File: src/rtl/ssd_scan_ctrl.sv
// Multi-digit seven-segment scan controller. It provides per-digit enable, decimal point,
// leading-zero blanking, slot dead-time and a frame-aligned double buffer.
module ssd_scan_ctrl #(
  parameter int NUM_DIGITS   = 8,
  parameter int PRESCALE     = 262144,
  parameter int BLANK_CYCLES = 1024
) (
  input  logic                    ClkPort,
  input  logic                    Reset,
  input  logic [4*NUM_DIGITS-1:0] digits_in,
  input  logic [NUM_DIGITS-1:0]   dp_in,
  input  logic [NUM_DIGITS-1:0]   digit_en,
  input  logic                    lz_suppress,
  input  logic                    load,
  output logic                    pending,
  output logic                    frame_done,
  output logic [NUM_DIGITS-1:0]   anodes,
  output logic [7:0]              cathodes
);
  localparam int CNT_W = (PRESCALE > 1) ? $clog2(PRESCALE) : 1;
  localparam int IDX_W = (NUM_DIGITS > 1) ? $clog2(NUM_DIGITS) : 1;
  localparam logic [CNT_W-1:0] CNT_MAX   = CNT_W'(PRESCALE - 1);
  localparam logic [CNT_W-1:0] BLANK_END = CNT_W'(BLANK_CYCLES);
  localparam logic [IDX_W-1:0] IDX_MAX   = IDX_W'(NUM_DIGITS - 1);

  typedef enum logic {ST_BLANK, ST_DRIVE} state_e;

  state_e                  state_q, state_d;
  logic [CNT_W-1:0]        cnt_q, cnt_d;
  logic [IDX_W-1:0]        idx_q, idx_d;
  logic [4*NUM_DIGITS-1:0] pend_dig_q, pend_dig_d, disp_dig_q, disp_dig_d;
  logic [NUM_DIGITS-1:0]   pend_dp_q, pend_dp_d, disp_dp_q, disp_dp_d;
  logic [NUM_DIGITS-1:0]   pend_en_q, pend_en_d, disp_en_q, disp_en_d;
  logic                    pending_q, pending_d, frame_done_q, frame_done_d;
  logic [NUM_DIGITS-1:0]   anodes_q, anodes_d;
  logic [7:0]              cathodes_q, cathodes_d;
  logic [NUM_DIGITS-1:0]   sup;
  logic                    boundary;
  logic [3:0]              nib;

  function automatic logic [6:0] seg7(input logic [3:0] h);
    case (h)
      4'h0: seg7 = 7'b0000001;  4'h1: seg7 = 7'b1001111;
      4'h2: seg7 = 7'b0010010;  4'h3: seg7 = 7'b0000110;
      4'h4: seg7 = 7'b1001100;  4'h5: seg7 = 7'b0100100;
      4'h6: seg7 = 7'b0100000;  4'h7: seg7 = 7'b0001111;
      4'h8: seg7 = 7'b0000000;  4'h9: seg7 = 7'b0000100;
      4'hA: seg7 = 7'b0001000;  4'hB: seg7 = 7'b1100000;
      4'hC: seg7 = 7'b0110001;  4'hD: seg7 = 7'b1000010;
      4'hE: seg7 = 7'b0110000;  default: seg7 = 7'b0111000;
    endcase
  endfunction

  // Leading-zero blanking walks enabled digits from the top; disabled digits are skipped.
  always_comb begin
    logic                  zero_run;
    logic [NUM_DIGITS-1:0] lower_mask;
    sup      = '0;
    zero_run = 1'b1;
    for (int i = NUM_DIGITS - 1; i >= 0; i--) begin
      lower_mask = (NUM_DIGITS'(1) << i) - NUM_DIGITS'(1);
      if (disp_en_q[i]) begin
        if (lz_suppress && zero_run && (disp_dig_q[4*i +: 4] == 4'h0) &&
            |(disp_en_q & lower_mask))
          sup[i] = 1'b1;
        if (disp_dig_q[4*i +: 4] != 4'h0)
          zero_run = 1'b0;
      end
    end
  end

  always_comb begin
    boundary = (idx_q == IDX_MAX) && (cnt_q == CNT_MAX);
    cnt_d    = (cnt_q == CNT_MAX) ? '0 : cnt_q + CNT_W'(1);
    idx_d    = idx_q;
    if (cnt_q == CNT_MAX)
      idx_d = (idx_q == IDX_MAX) ? '0 : idx_q + IDX_W'(1);
    // State register tracks the counter value it is paired with.
    state_d  = (cnt_d < BLANK_END) ? ST_BLANK : ST_DRIVE;

    pend_dig_d = load ? digits_in : pend_dig_q;
    pend_dp_d  = load ? dp_in     : pend_dp_q;
    pend_en_d  = load ? digit_en  : pend_en_q;
    pending_d  = boundary ? 1'b0 : (load | pending_q);
    disp_dig_d = disp_dig_q;
    disp_dp_d  = disp_dp_q;
    disp_en_d  = disp_en_q;
    if (boundary) begin
      if (load) begin
        disp_dig_d = digits_in;
        disp_dp_d  = dp_in;
        disp_en_d  = digit_en;
      end else if (pending_q) begin
        disp_dig_d = pend_dig_q;
        disp_dp_d  = pend_dp_q;
        disp_en_d  = pend_en_q;
      end
    end
    frame_done_d = boundary;

    nib        = disp_dig_q[4*int'(idx_q) +: 4];
    anodes_d   = '1;
    cathodes_d = 8'hFF;
    if (state_q == ST_DRIVE && disp_en_q[idx_q]) begin
      if (!sup[idx_q]) begin
        anodes_d[idx_q] = 1'b0;
        cathodes_d      = {seg7(nib), ~disp_dp_q[idx_q]};
      end else if (disp_dp_q[idx_q]) begin
        anodes_d[idx_q] = 1'b0;
        cathodes_d      = 8'b1111_1110;
      end
    end
  end

  always_ff @(posedge ClkPort or posedge Reset) begin
    if (Reset) begin
      state_q      <= ST_BLANK;
      cnt_q        <= '0;
      idx_q        <= '0;
      pend_dig_q   <= '0;
      pend_dp_q    <= '0;
      pend_en_q    <= '0;
      disp_dig_q   <= '0;
      disp_dp_q    <= '0;
      // Enables come up all-on so an unloaded display scans zeros on every digit.
      disp_en_q    <= '1;
      pending_q    <= 1'b0;
      frame_done_q <= 1'b0;
      anodes_q     <= '1;
      cathodes_q   <= 8'hFF;
    end else begin
      state_q      <= state_d;
      cnt_q        <= cnt_d;
      idx_q        <= idx_d;
      pend_dig_q   <= pend_dig_d;
      pend_dp_q    <= pend_dp_d;
      pend_en_q    <= pend_en_d;
      disp_dig_q   <= disp_dig_d;
      disp_dp_q    <= disp_dp_d;
      disp_en_q    <= disp_en_d;
      pending_q    <= pending_d;
      frame_done_q <= frame_done_d;
      anodes_q     <= anodes_d;
      cathodes_q   <= cathodes_d;
    end
  end

  assign pending    = pending_q;
  assign frame_done = frame_done_q;
  assign anodes     = anodes_q;
  assign cathodes   = cathodes_q;
endmodule
File: config.mk
export PLATFORM = sky130hd
export DESIGN_NAME = ssd_scan_ctrl
export DESIGN_NICKNAME = d
export VERILOG_FILES = /design/src/rtl/ssd_scan_ctrl.sv
export SDC_FILE = /design/constraint.sdc
export NUM_CORES = 1
export LEC_CHECK = 0
export CORE_MARGIN = 4
export CORE_UTILIZATION = 50
export CTS_BUF_LIST = sky130_fd_sc_hd__clkbuf_8
export DETAILED_ROUTE_END_ITERATION = 8
export GPL_ROUTABILITY_DRIVEN = 0
export HOLD_SLACK_MARGIN = 0.05
export PLACE_DENSITY = 0.7
export SYNTH_ARGS = -nofsm -noshare
export SYNTH_HDL_FRONTEND = slang
export SYNTH_SLANG_ARGS = --single-unit
File: constraint.sdc
create_clock -name ClkPort -period 15 [get_ports ClkPort]
set_input_delay 3.75 -clock ClkPort [delete_from_list [all_inputs] [get_ports ClkPort]]
set_output_delay 3.75 -clock ClkPort [all_outputs]
set_load 0.01 [all_outputs]
# Yosys cells after proc, flatten, opt, wreduce, memory -nomap -nowiden
# Memories as Yosys holds them, arrays and structs flattened.
# Index checks and enable logic that the tools add are counted.
[classes]
n_reduce_logical = 44
shifts = 1
n_lt_le_gt_ge = 3
addsub = 2
muxes = 50
bitwise = 3
n_eq_ne = 2
[ops]
columns = ["cell", "n"]
rows = [
  ["2-to-1 mux 8 bit", 9],
  ["2-to-1 mux 32 bit", 2],
  ["2-to-1 mux 1 bit", 33],
  ["variable part select 32 x 6 -> 4 bit", 1],
  ["logical NOT 4 bit", 7],
  ["nonzero test 4 bit", 6],
  ["logical AND 1 bit", 23],
  ["adder 18 x 1 -> 18 bit (second input constant)", 1],
  ["equality test 18 bit (second input constant)", 1],
  ["less-than comparator 18 x 11 -> 1 bit (second input constant)", 1],
  ["2-to-1 mux 18 bit", 1],
  ["binary-select mux 1 bit (select 3 bit)", 3],
  ["NOT 8 bit", 1],
  ["OR reduction 7 bit", 1],
  ["OR reduction 6 bit", 1],
  ["OR reduction 5 bit", 1],
  ["less-than comparator 3 x 4 -> 1 bit (second input constant)", 1],
  ["OR reduction 4 bit", 1],
  ["adder 3 x 1 -> 3 bit (second input constant)", 1],
  ["demux 1 bit (select 3 bit)", 1],
  ["equality test 3 bit (second input constant)", 1],
  ["greater-or-equal comparator 3 x 1 -> 1 bit (second input constant)", 1],
  ["2-to-1 mux 3 bit", 1],
  ["OR reduction 3 bit", 1],
  ["other kinds (5)", 5],
]
[totals]
reg_bits = 136
memories = 1
rom_bits = 112
inputBits = 52
elab_cells = 119
[memory_table]
columns = ["name", "words", "width", "read_ports", "rd_clocked_by_memory_dff", "wr", "line", "text"]
rows = [
  ["(no name shown)", 16, 7, 1, 0, 0, "42", "case (h)"],
]

# Depth between registers and ports, before layout
# Gate-level depths: netlist of run 1.
[depth]
depth_word = 22
ltp_mapped = 12
depth_no_buf = 10

# Worst setup path after synthesis of run 1
# Ideal clock, no wire load.
[synth_path]
path_type = "input to register"
start = "input load"
end = "register disp_dp_q[0]"
setup_time_ns = 0.127
slack_ns = 9.791
cell_stages = 4
required_time_ns = 14.873
path_buffers = 2
t_arrival_ns = 5.081
path_cell_list = "buf_1 > clkbuf_1 > mux2_2 > mux2_1"
[synth_between]
elab_chain_len = 2
word_cells_on_any_way = 3
[synth_lines]
columns = ["element", "line", "text"]
rows = [
  ["start: declaration", "14", "input logic load,"],
  ["nonzero test 2 bit (no source line)", "--", ""],
  ["AND reduction 2 bit (no source line)", "--", ""],
  ["end signal: assignment", "139", "disp_dp_q <= disp_dp_d;"],
  ["end: declaration", "32", "logic [NUM_DIGITS-1:0] pend_dp_q, pend_dp_d, disp_dp_q, disp_dp_d;"],
]
# Several ways; a longest one is shown, not always the timed one.
# A chain may end at the register's enable or synchronous reset.

# Worst setup path after layout of run 1
[layout_path]
start = "input load"
end = "register disp_dig_q[29]"
[layout_between]
elab_chain_len = 2
word_cells_on_any_way = 3
[layout_lines]
columns = ["element", "line", "text"]
rows = [
  ["nonzero test 2 bit (no source line)", "--", ""],
  ["AND reduction 2 bit (no source line)", "--", ""],
  ["end signal: assignment", "138", "disp_dig_q <= disp_dig_d;"],
  ["end: declaration", "31", "logic [4*NUM_DIGITS-1:0] pend_dig_q, pend_dig_d, disp_dig_q, disp_dig_d;"],
]
# Several ways; a longest one is shown, not always the timed one.

==> results of run 1 <==
==> placed cells by master (no fill, tap or decap), types with 6 or more instances in the layout <==
cell type and count:
sky130_fd_sc_hd__nor2b_1 6, sky130_fd_sc_hd__a21oi_1 8, sky130_fd_sc_hd__xnor2_1 9, sky130_fd_sc_hd__clkbuf_8 24, sky130_fd_sc_hd__clkdlybuf4s50_1 68, sky130_fd_sc_hd__nand3_1 17
sky130_fd_sc_hd__dfrtp_1 112, sky130_fd_sc_hd__xor2_1 8, sky130_fd_sc_hd__mux4_2 6, sky130_fd_sc_hd__mux2_1 20, sky130_fd_sc_hd__nand2_1 19, sky130_fd_sc_hd__o21ai_0 7
sky130_fd_sc_hd__nor2_1 19, sky130_fd_sc_hd__inv_1 13, sky130_fd_sc_hd__dfstp_2 24, sky130_fd_sc_hd__mux2_2 82, sky130_fd_sc_hd__nand4_1 7, sky130_fd_sc_hd__ha_1 9
==> power breakdown <==
group / switching (W) / internal, W
sequential: 0.00000792 / 0.000385
combinational: 0.0000253 / 0.0000319
clock: 0.000132 / 0.000211
==> final timing paths <==
check,end,slack [ns],cells past startpoint
min in group asynchronous,pend_dp_q[4],3.80,2
worst max-delay path,disp_dig_q[29],9.12,5
worst min-delay path,cnt_q[0],0.49,1
max in group asynchronous,disp_dp_q[5],9.80,3
worst min register to register,cnt_q[0],0.49,1
worst max register to register,disp_dig_q[29],11.77,8
==> kinds of logic (layout without fill, tap and decap cells) <==
kind of cell / Yosys count / in the layout / share of synthesized area [%]
buffers and inverters: 37 / 117 / 3.11
XOR/XNOR: 17 / 17 / 2.42
adder cells (fa/ha/maj): 9 / 9 / 1.83
flip-flops: 136 / 136 / 55.7
AO/OA/AOI/OAI: 49 / 49 / 5.89
multiplexers: 114 / 114 / 21.9
AND/OR/NAND/NOR: 103 / 103 / 9.20
==> worst max-delay path, stage by stage <==
cell and delay (ns):
sky130_fd_sc_hd__buf_2 0.84, sky130_fd_sc_hd__nor2_1 0.23, sky130_fd_sc_hd__nor2_4 0.50, sky130_fd_sc_hd__buf_4 0.46, sky130_fd_sc_hd__mux2_2 0.39
==> final cells by class <==
cell class | instances | area share [%]
clock buffers | 24 | 4.46
flip-flops and latches | 136 | 46.3
inverters | 14 | 0.743
multi-input cells | 292 | 34.3
clock inverters | 8 | 1.89
well taps | 168 | 2.84
repair buffers | 71 | 9.46
==> metrics by stage <==
step / utilization (%) / setup WS [ns] / cell area, sq um
after CTS: 61.4 / 9.13 / 7410
after detailed placement: 57.5 / 8.64 / 6940
final: 61.4 / 9.12 / 7410
after global routing: 61.4 / 8.91 / 7410
after floorplan: - / 7.65 / 6160
after global placement: 57.5 / 8.71 / 6940
==> layer usage <==
layer	share of wire (%)	wire length (um)
met2	48	5810
met5	0	0
met4	2.0	241
met1	45	5460
met3	4.7	567
==> flip-flops by register name, summed over array words and instances, names as in the netlist, 8 cells and up <==
| name | flops |
|---|---|
| anodes | 8 |
| disp_dp_q | 8 |
| cathodes | 8 |
| disp_en_q | 8 |
| cnt_q | 18 |
| pend_dp_q | 8 |
| disp_dig_q | 32 |
| pend_en_q | 8 |
| pend_dig_q | 32 |
==> report_table.html, run 1 <==
<table>
<tr><th>Metric</th><th>Value</th></tr>
<tr><th colspan="2">Run status</th></tr>
<tr><td>Status</td><td>finished, final reports clean</td></tr>
<tr><th colspan="2">Final layout</th></tr>
<tr><td>Ant. Diodes</td><td>0</td></tr>
<tr><td>Share of post-route cells with drive strength above 1</td><td>28.4%</td></tr>
<tr><td>Area added between synthesis and finish</td><td>20.2%</td></tr>
<tr><td>Number of filler cells placed in the layout</td><td>945</td></tr>
<tr><td>Post-layout instance count excluding filler cells</td><td>713</td></tr>
<tr><td>Multi-input combinational cell area</td><td>2540 sq um</td></tr>
<tr><td>Combined flip-flop and latch cell area</td><td>3430 sq um</td></tr>
<tr><td>Fin nets</td><td>593</td></tr>
<tr><th colspan="2">STA</th></tr>
<tr><td>Final worst path period need</td><td>5.88 ns</td></tr>
<tr><td>Slew of the pin with the lowest slew margin</td><td>1.22 ns</td></tr>
<tr><td>Summed negative setup slack over all endpoints</td><td>0 ns</td></tr>
<tr><td>Setup repair after global routing missed its margin</td><td>no</td></tr>
<tr><td>Post-route worst hold slack</td><td>0.486 ns</td></tr>
<tr><td>Period utilization</td><td>39.2%</td></tr>
<tr><td>Max-slew violation count</td><td>0</td></tr>
<tr><td>Worst relative slew slack</td><td>17.3%</td></tr>
<tr><td>Number of endpoints failing setup at the final stage</td><td>0</td></tr>
<tr><td>Max Clock Skew</td><td>0.00846 ns</td></tr>
<tr><td>Timing-limited maximum frequency</td><td>170 MHz</td></tr>
<tr><td>Endpoints failing hold</td><td>0</td></tr>
<tr><th colspan="2">Logic synthesis</th></tr>
<tr><td>Async SR Flop Fraction</td><td>100%</td></tr>
<tr><td>Most area-consuming cells after synthesis</td><td>sky130_fd_sc_hd__dfrtp_1, sky130_fd_sc_hd__mux2_2, sky130_fd_sc_hd__dfstp_2, sky130_fd_sc_hd__mux2_1, sky130_fd_sc_hd__mux4_2</td></tr>
<tr><td>Register bit count reported by yosys</td><td>136</td></tr>
<tr><td>Post-synthesis net count</td><td>526</td></tr>
<tr><td>Synth Flop Type</td><td>sky130_fd_sc_hd__dfrtp_1</td></tr>
<tr><td>Count of mapped cells out of synthesis</td><td>465</td></tr>
<tr><td>Most common cell in the netlist</td><td>sky130_fd_sc_hd__dfrtp_1</td></tr>
<tr><td>Library cell with the largest summed area after synthesis</td><td>sky130_fd_sc_hd__dfrtp_1</td></tr>
<tr><td>Cell area after synthesis</td><td>6160 sq um</td></tr>
<tr><td>Mean area per synthesized cell</td><td>13.3 sq um</td></tr>
<tr><td>Number of distinct library cells after synthesis</td><td>61</td></tr>
<tr><td>Count of synthesis-stage warnings from yosys</td><td>0</td></tr>
<tr><td>Sequential-to-total area share from yosys stat</td><td>55.7%</td></tr>
<tr><td>Synth top cells by count</td><td>sky130_fd_sc_hd__dfrtp_1, sky130_fd_sc_hd__mux2_2, sky130_fd_sc_hd__dfstp_2, sky130_fd_sc_hd__mux2_1</td></tr>
<tr><td>Top-area cell type share of the netlist area</td><td>45.5%</td></tr>
<tr><td>Number of synthesized flops with an enable pin</td><td>0</td></tr>
<tr><th colspan="2">Pwr</th></tr>
<tr><td>Static leakage power</td><td>3.17 nW</td></tr>
<tr><td>Power density over the cells</td><td>107 nW/um^2</td></tr>
<tr><td>Maximum vdd ir drop</td><td>0.0000792 V</td></tr>
<tr><td>Total design power</td><td>0.000793 W</td></tr>
<tr><th colspan="2">Die</th></tr>
<tr><td>Num ports</td><td>70</td></tr>
<tr><td>Die width</td><td>119 um</td></tr>
<tr><td>Area inside the core boundary</td><td>12,100 sq um</td></tr>
<tr><td>DIE AREA</td><td>14,200 sq um</td></tr>
<tr><td>Die extent in y</td><td>119 um</td></tr>
<tr><td>Effective utilization at floorplan</td><td>51.1%</td></tr>
<tr><td>Number of cell rows</td><td>40</td></tr>
<tr><th colspan="2">Flow run</th></tr>
<tr><td>Max Cap Violations</td><td>0</td></tr>
<tr><th colspan="2">Placed design</th></tr>
<tr><td>Placed Cells</td><td>681</td></tr>
<tr><td>DP HPWL</td><td>8.28 mm</td></tr>
<tr><td>Port Buffer Count</td><td>69</td></tr>
<tr><th colspan="2">Global routing</th></tr>
<tr><td>GRT Max-Usage Layer</td><td>met2</td></tr>
<tr><td>Vias in the first global route</td><td>4,165</td></tr>
<tr><td>Largest net degree at the start of global routing</td><td>76</td></tr>
<tr><td>Overall global routing resource usage</td><td>18.6%</td></tr>
<tr><td>Met3 Track Usage GR</td><td>4.65%</td></tr>
<tr><td>Met2 Resource Use GR</td><td>29.4%</td></tr>
<tr><td>Initial antenna violation count</td><td>0</td></tr>
<tr><td>Wire length of the first global-routing pass</td><td>20.9 mm</td></tr>
<tr><td>Met1 track demand over resource in global routing</td><td>24.6%</td></tr>
<tr><td>Global-route congestion overflow total</td><td>0</td></tr>
<tr><th colspan="2">Route</th></tr>
<tr><td>Number of design-rule violations left by the first detailed-router iteration</td><td>228</td></tr>
<tr><td>Post-DR vias/cell</td><td>5.48</td></tr>
<tr><td>Wire length reported by the detailed router</td><td>12.1 mm</td></tr>
<tr><td>DRC violation count after routing</td><td>0</td></tr>
<tr><td>Routed Antenna Nets</td><td>0</td></tr>
<tr><td>Via Count</td><td>3,908</td></tr>
<tr><td>1st-pass router iterations</td><td>6</td></tr>
<tr><td>Average detailed-routed wire length per instance</td><td>16.9 um</td></tr>
<tr><th colspan="2">Clock tree</th></tr>
<tr><td>CTS Sinks</td><td>136</td></tr>
<tr><td>TritonCTS clock tree</td><td>yes</td></tr>
<tr><td>Max Buffers Root-to-Sink</td><td>2</td></tr>
<tr><td>H-tree levels</td><td>4</td></tr>
<tr><td>Clock latency at the later pin of the worst-skew pair</td><td>0.44 ns</td></tr>
<tr><td>Clock buffers created by TritonCTS</td><td>17</td></tr>
<tr><td>Number of buffers inserted to repair setup after CTS</td><td>0</td></tr>
<tr><td>Number of hold-repair buffers added at the cts stage</td><td>0</td></tr>
<tr><td>Resize count post-CTS</td><td>0</td></tr>
<tr><td>Clock transition at the register clock pins on the worst setup and hold paths after CTS</td><td>0.07 ns</td></tr>
<tr><td>Clock Tree Root</td><td>sky130_fd_sc_hd__clkbuf_8</td></tr>
<tr><th colspan="2">Critical path</th></tr>
<tr><td>Nature of the critical path startpoint</td><td>input port</td></tr>
<tr><td>Largest fanout on the critical path</td><td>49</td></tr>
<tr><td>Required time of the critical path</td><td>15.32 ns</td></tr>
<tr><td>WS Path Type</td><td>in -&gt; reg</td></tr>
<tr><td>Timing startpoint of the critical path</td><td>load</td></tr>
<tr><td>Arrival time at the worst endpoint</td><td>6.21 ns</td></tr>
<tr><td>Crit. End Element</td><td>flop</td></tr>
<tr><td>Origin of the critical flop-to-flop path</td><td>cnt_q[0]</td></tr>
<tr><th colspan="2">Hold path</th></tr>
<tr><td>Startpoint of the most critical hold path</td><td>cnt_q[0]</td></tr>
<tr><td>Class of the tightest hold or removal check</td><td>reg -&gt; reg</td></tr>
</table>
Note: power is estimated with default switching activity, not from simulation.
==> run 2: changes to the inputs <==
==> constraint.sdc (replaced) <==
create_clock -name ClkPort -period 5.7 [get_ports ClkPort]
set_input_delay 1.425 -clock ClkPort [delete_from_list [all_inputs] [get_ports ClkPort]]
set_output_delay 1.425 -clock ClkPort [all_outputs]
set_load 0.01 [all_outputs]
==> run 2 against run 1 <==
  * Utilization down 0.11 points
  * Non-clock buffer count up 2
  * Final area down 0.19%
  * Die area unchanged
  * Sequential share of layout area up 0.086 points
  * Sequential power rose to 2.6 times the previous value
  * Global-route usage up 0.056 points
  * Via count down 0.28%
  * Highest routed layer unchanged
  * Combinational power rose to 2.7 times the previous value
  * Wire length up 2.3%
  * Critical path type unchanged
  * Worst setup slack worse by 6.7 ns
  * Clock skew about the same
==> report_table.html, run 2 (synthesis results as in run 1) <==
<table>
<tr><th>Metric</th><th>Value</th></tr>
<tr><th colspan="2">STA</th></tr>
<tr><td>Post-route worst hold slack</td><td>0.491 ns (+0.00492 ns)</td></tr>
<tr><td>Max-slew violation count</td><td>0 (unchanged)</td></tr>
<tr><td>Worst path setup slack after routing</td><td>2.40 ns (-6.72 ns)</td></tr>
<tr><td>Period utilization</td><td>57.9%</td></tr>
<tr><td>Endpoints failing hold</td><td>0 (unchanged)</td></tr>
<tr><td>Summed negative setup slack over all endpoints</td><td>0 ns (unchanged)</td></tr>
<tr><td>Max Clock Skew</td><td>0.00890 ns (+0.000442 ns)</td></tr>
<tr><td>Timing-limited maximum frequency</td><td>303 MHz</td></tr>
<tr><td>Slew of the pin with the lowest slew margin</td><td>1.00 ns (-0.218 ns)</td></tr>
<tr><td>Setup repair after global routing missed its margin</td><td>no</td></tr>
<tr><td>Final worst path period need</td><td>3.30 ns</td></tr>
<tr><td>Number of endpoints failing setup at the final stage</td><td>0 (unchanged)</td></tr>
<tr><td>Worst relative slew slack</td><td>33.1% (+16 points)</td></tr>
<tr><th colspan="2">Clock tree</th></tr>
<tr><td>Clock buffers created by TritonCTS</td><td>17 (unchanged)</td></tr>
<tr><td>Resize count post-CTS</td><td>0 (unchanged)</td></tr>
<tr><td>Clock latency at the later pin of the worst-skew pair</td><td>0.44 ns (about the same)</td></tr>
<tr><td>Clock Tree Root</td><td>sky130_fd_sc_hd__clkbuf_8</td></tr>
<tr><td>Max Buffers Root-to-Sink</td><td>2 (unchanged)</td></tr>
<tr><td>Number of hold-repair buffers added at the cts stage</td><td>0 (unchanged)</td></tr>
<tr><td>H-tree levels</td><td>4 (unchanged)</td></tr>
<tr><td>Clock transition at the register clock pins on the worst setup and hold paths after CTS</td><td>0.07 ns (about the same)</td></tr>
<tr><td>TritonCTS clock tree</td><td>yes</td></tr>
<tr><td>CTS Sinks</td><td>136 (unchanged)</td></tr>
<tr><td>Number of buffers inserted to repair setup after CTS</td><td>0 (unchanged)</td></tr>
<tr><th colspan="2">Die</th></tr>
<tr><td>Die extent in y</td><td>119 um (unchanged)</td></tr>
<tr><td>Area inside the core boundary</td><td>12,100 sq um (unchanged)</td></tr>
<tr><td>Number of cell rows</td><td>40 (unchanged)</td></tr>
<tr><td>Die width</td><td>119 um (unchanged)</td></tr>
<tr><td>DIE AREA</td><td>14,200 sq um (unchanged)</td></tr>
<tr><td>Effective utilization at floorplan</td><td>51.1% (unchanged)</td></tr>
<tr><td>Num ports</td><td>70 (unchanged)</td></tr>
<tr><th colspan="2">Final layout</th></tr>
<tr><td>Share of post-route cells with drive strength above 1</td><td>29.3% (+0.81 points)</td></tr>
<tr><td>Largest registers ranked by flip-flop count</td><td>disp_dig_q x32, pend_dig_q x32, cnt_q x18</td></tr>
<tr><td>Area added between synthesis and finish</td><td>20.0%</td></tr>
<tr><td>Fin nets</td><td>595 (+0.34%)</td></tr>
<tr><td>Commonest non-fill, non-tap cells in the layout</td><td>sky130_fd_sc_hd__dfrtp_1, sky130_fd_sc_hd__mux2_2, sky130_fd_sc_hd__clkdlybuf4s50_1, sky130_fd_sc_hd__dfstp_2, sky130_fd_sc_hd__clkbuf_8</td></tr>
<tr><td>Number of filler cells placed in the layout</td><td>1,015 (+7.4%)</td></tr>
<tr><td>Most common library cell in the layout ignoring fill and taps</td><td>sky130_fd_sc_hd__dfrtp_1</td></tr>
<tr><td>Final design area excluding fillers</td><td>7390 sq um (-0.19%)</td></tr>
<tr><td>Multi-input combinational cell area</td><td>2550 sq um (+0.30%)</td></tr>
<tr><td>Ant. Diodes</td><td>0 (unchanged)</td></tr>
<tr><td>Combined flip-flop and latch cell area</td><td>3430 sq um (unchanged)</td></tr>
<tr><th colspan="2">Critical path</th></tr>
<tr><td>Arrival time at the worst endpoint</td><td>3.63 ns (-2.58 ns)</td></tr>
<tr><td>Origin of the critical flop-to-flop path</td><td>cnt_q[0]</td></tr>
<tr><td>Largest fanout on the critical path</td><td>49 (unchanged)</td></tr>
<tr><td>Required time of the critical path</td><td>6.03 ns (-9.29 ns)</td></tr>
<tr><td>Crit. End Element</td><td>flop</td></tr>
<tr><td>Crit path top cell by count</td><td>sky130_fd_sc_hd__buf_4</td></tr>
<tr><td>Slack of the worst reg-to-reg path</td><td>2.42 ns (-9.35 ns)</td></tr>
<tr><td>Cell type group with the largest total delay on the critical path</td><td>buffers and inverters</td></tr>
<tr><td>Worst reg2reg endpoint</td><td>disp_dig_q[22]</td></tr>
<tr><td>Crit-path cells</td><td>buf_2 -&gt; buf_4 -&gt; nor2_1 -&gt; nor2_4 -&gt; buf_4 -&gt; mux2_2</td></tr>
<tr><td>Max stage delay cell, worst path</td><td>sky130_fd_sc_hd__nor2_4</td></tr>
<tr><td>WS Path Type</td><td>in -&gt; reg</td></tr>
<tr><td>Logic depth of the worst register-to-register path</td><td>8 (unchanged)</td></tr>
<tr><td>Delay of the slowest cell on the worst path</td><td>0.58 ns (-0.26 ns)</td></tr>
<tr><td>Nature of the critical path startpoint</td><td>input port</td></tr>
<tr><td>WP buf/inv</td><td>3 (+1)</td></tr>
<tr><th colspan="2">Global routing</th></tr>
<tr><td>Vias in the first global route</td><td>4,152 (-0.31%)</td></tr>
<tr><td>Global-route congestion overflow total</td><td>0 (unchanged)</td></tr>
<tr><td>Wire length of the first global-routing pass</td><td>21.0 mm (+0.76%)</td></tr>
<tr><td>Largest net degree at the start of global routing</td><td>74 (-2.6%)</td></tr>
<tr><td>Initial antenna violation count</td><td>0 (unchanged)</td></tr>
<tr><td>Overall global routing resource usage</td><td>18.7% (+0.056 points)</td></tr>
<tr><th colspan="2">Hold path</th></tr>
<tr><td>Startpoint of the most critical hold path</td><td>disp_dig_q[2]</td></tr>
<tr><td>Class of the tightest hold or removal check</td><td>reg -&gt; reg</td></tr>
<tr><td>WHS Endpoint</td><td>disp_dig_q[2]</td></tr>
<tr><td>Hold path depth</td><td>1 (unchanged)</td></tr>
<tr><th colspan="2">Route</th></tr>
<tr><td>Via Count</td><td>3,897 (-0.28%)</td></tr>
<tr><td>Routed Antenna Nets</td><td>0 (unchanged)</td></tr>
<tr><td>Number of design-rule violations left by the first detailed-router iteration</td><td>213 (-6.6%)</td></tr>
<tr><td>Post-DR vias/cell</td><td>5.45 (-0.56%)</td></tr>
<tr><td>Average detailed-routed wire length per instance</td><td>17.3 um (+2.0%)</td></tr>
<tr><td>DRC violation count after routing</td><td>0 (unchanged)</td></tr>
<tr><td>1st-pass router iterations</td><td>4 (-2)</td></tr>
<tr><td>Wire length reported by the detailed router</td><td>12.4 mm (+2.3%)</td></tr>
<tr><th colspan="2">Placed design</th></tr>
<tr><td>Pre-CTS setup slack</td><td>1.90 ns (-6.74 ns)</td></tr>
<tr><td>Port Buffer Count</td><td>69 (unchanged)</td></tr>
<tr><td>DP HPWL</td><td>8.63 mm (+4.2%)</td></tr>
<tr><td>Cell Area, Placed</td><td>6950 sq um (+0.22%)</td></tr>
<tr><th colspan="2">Pwr</th></tr>
<tr><td>Total design power</td><td>0.00203 W (+160%)</td></tr>
<tr><td>Maximum vdd ir drop</td><td>0.000165 V (+110%)</td></tr>
<tr><td>Power density over the cells</td><td>275 nW/um^2 (+160%)</td></tr>
<tr><td>Static leakage power</td><td>3.16 nW (-0.53%)</td></tr>
<tr><th colspan="2">Flow run</th></tr>
<tr><td>Max Cap Violations</td><td>0 (unchanged)</td></tr>
<tr><th colspan="2">Run status</th></tr>
<tr><td>Status</td><td>finished, final reports clean</td></tr>
</table>
## run 2: routing by layer
layer	share of wire, %	up-vias	global-route usage [%]
met5	0	-	0
met3	4.3	21	5.32
met1	45	1978	24.4
met4	1.5	0	6.66
met2	49	78	29.8
li1	-	1820	-
## run 2: worst max path at each step
| stage | start | endpoint | slack, ns | cells past startpoint |
|---|---|---|---|---|
| 2_1_floorplan | Reset | cnt_q[0] | 0.68 | 1 |
| 4_1_cts | cnt_q[0] | disp_dig_q[22] | 2.38 | 8 |
| 3_3_place_gp | load | disp_dig_q[16] | 1.98 | 6 |
| 5_1_grt | cnt_q[0] | disp_dig_q[22] | 2.13 | 8 |
| 6_report | load | disp_dig_q[22] | 2.40 | 6 |
| 3_5_place_dp | load | disp_dig_q[25] | 1.90 | 6 |
## run 2: stage by stage
stage | std cells | utilization, %
final | 715 | 61.3
after global routing | 715 | 61.3
after CTS | 715 | 61.2
after detailed placement | 683 | 57.6
after global placement | 683 | 57.6
after floorplan | 465 | -
## run 2: layout make-up
type	count	share of cell area, %
Sequential cell	136	46.4
Multi-Input combinational cell	292	34.4
Timing Repair Buffer	73	9.68
Clock buffer	21	3.91
Tap cell	168	2.84
Clock inverter	11	1.96
Inverter	14	0.745
## run 2: power breakdown
| group | internal [W] | switching (W) | total [W] |
|---|---|---|---|
| logic | 0.0000846 | 0.0000670 | 0.000152 |
| clock network | 0.000478 | 0.000366 | 0.000844 |
| registers | 0.00101 | 0.0000210 | 0.00103 |
| total | 0.00158 | 0.000454 | 0.00203 |
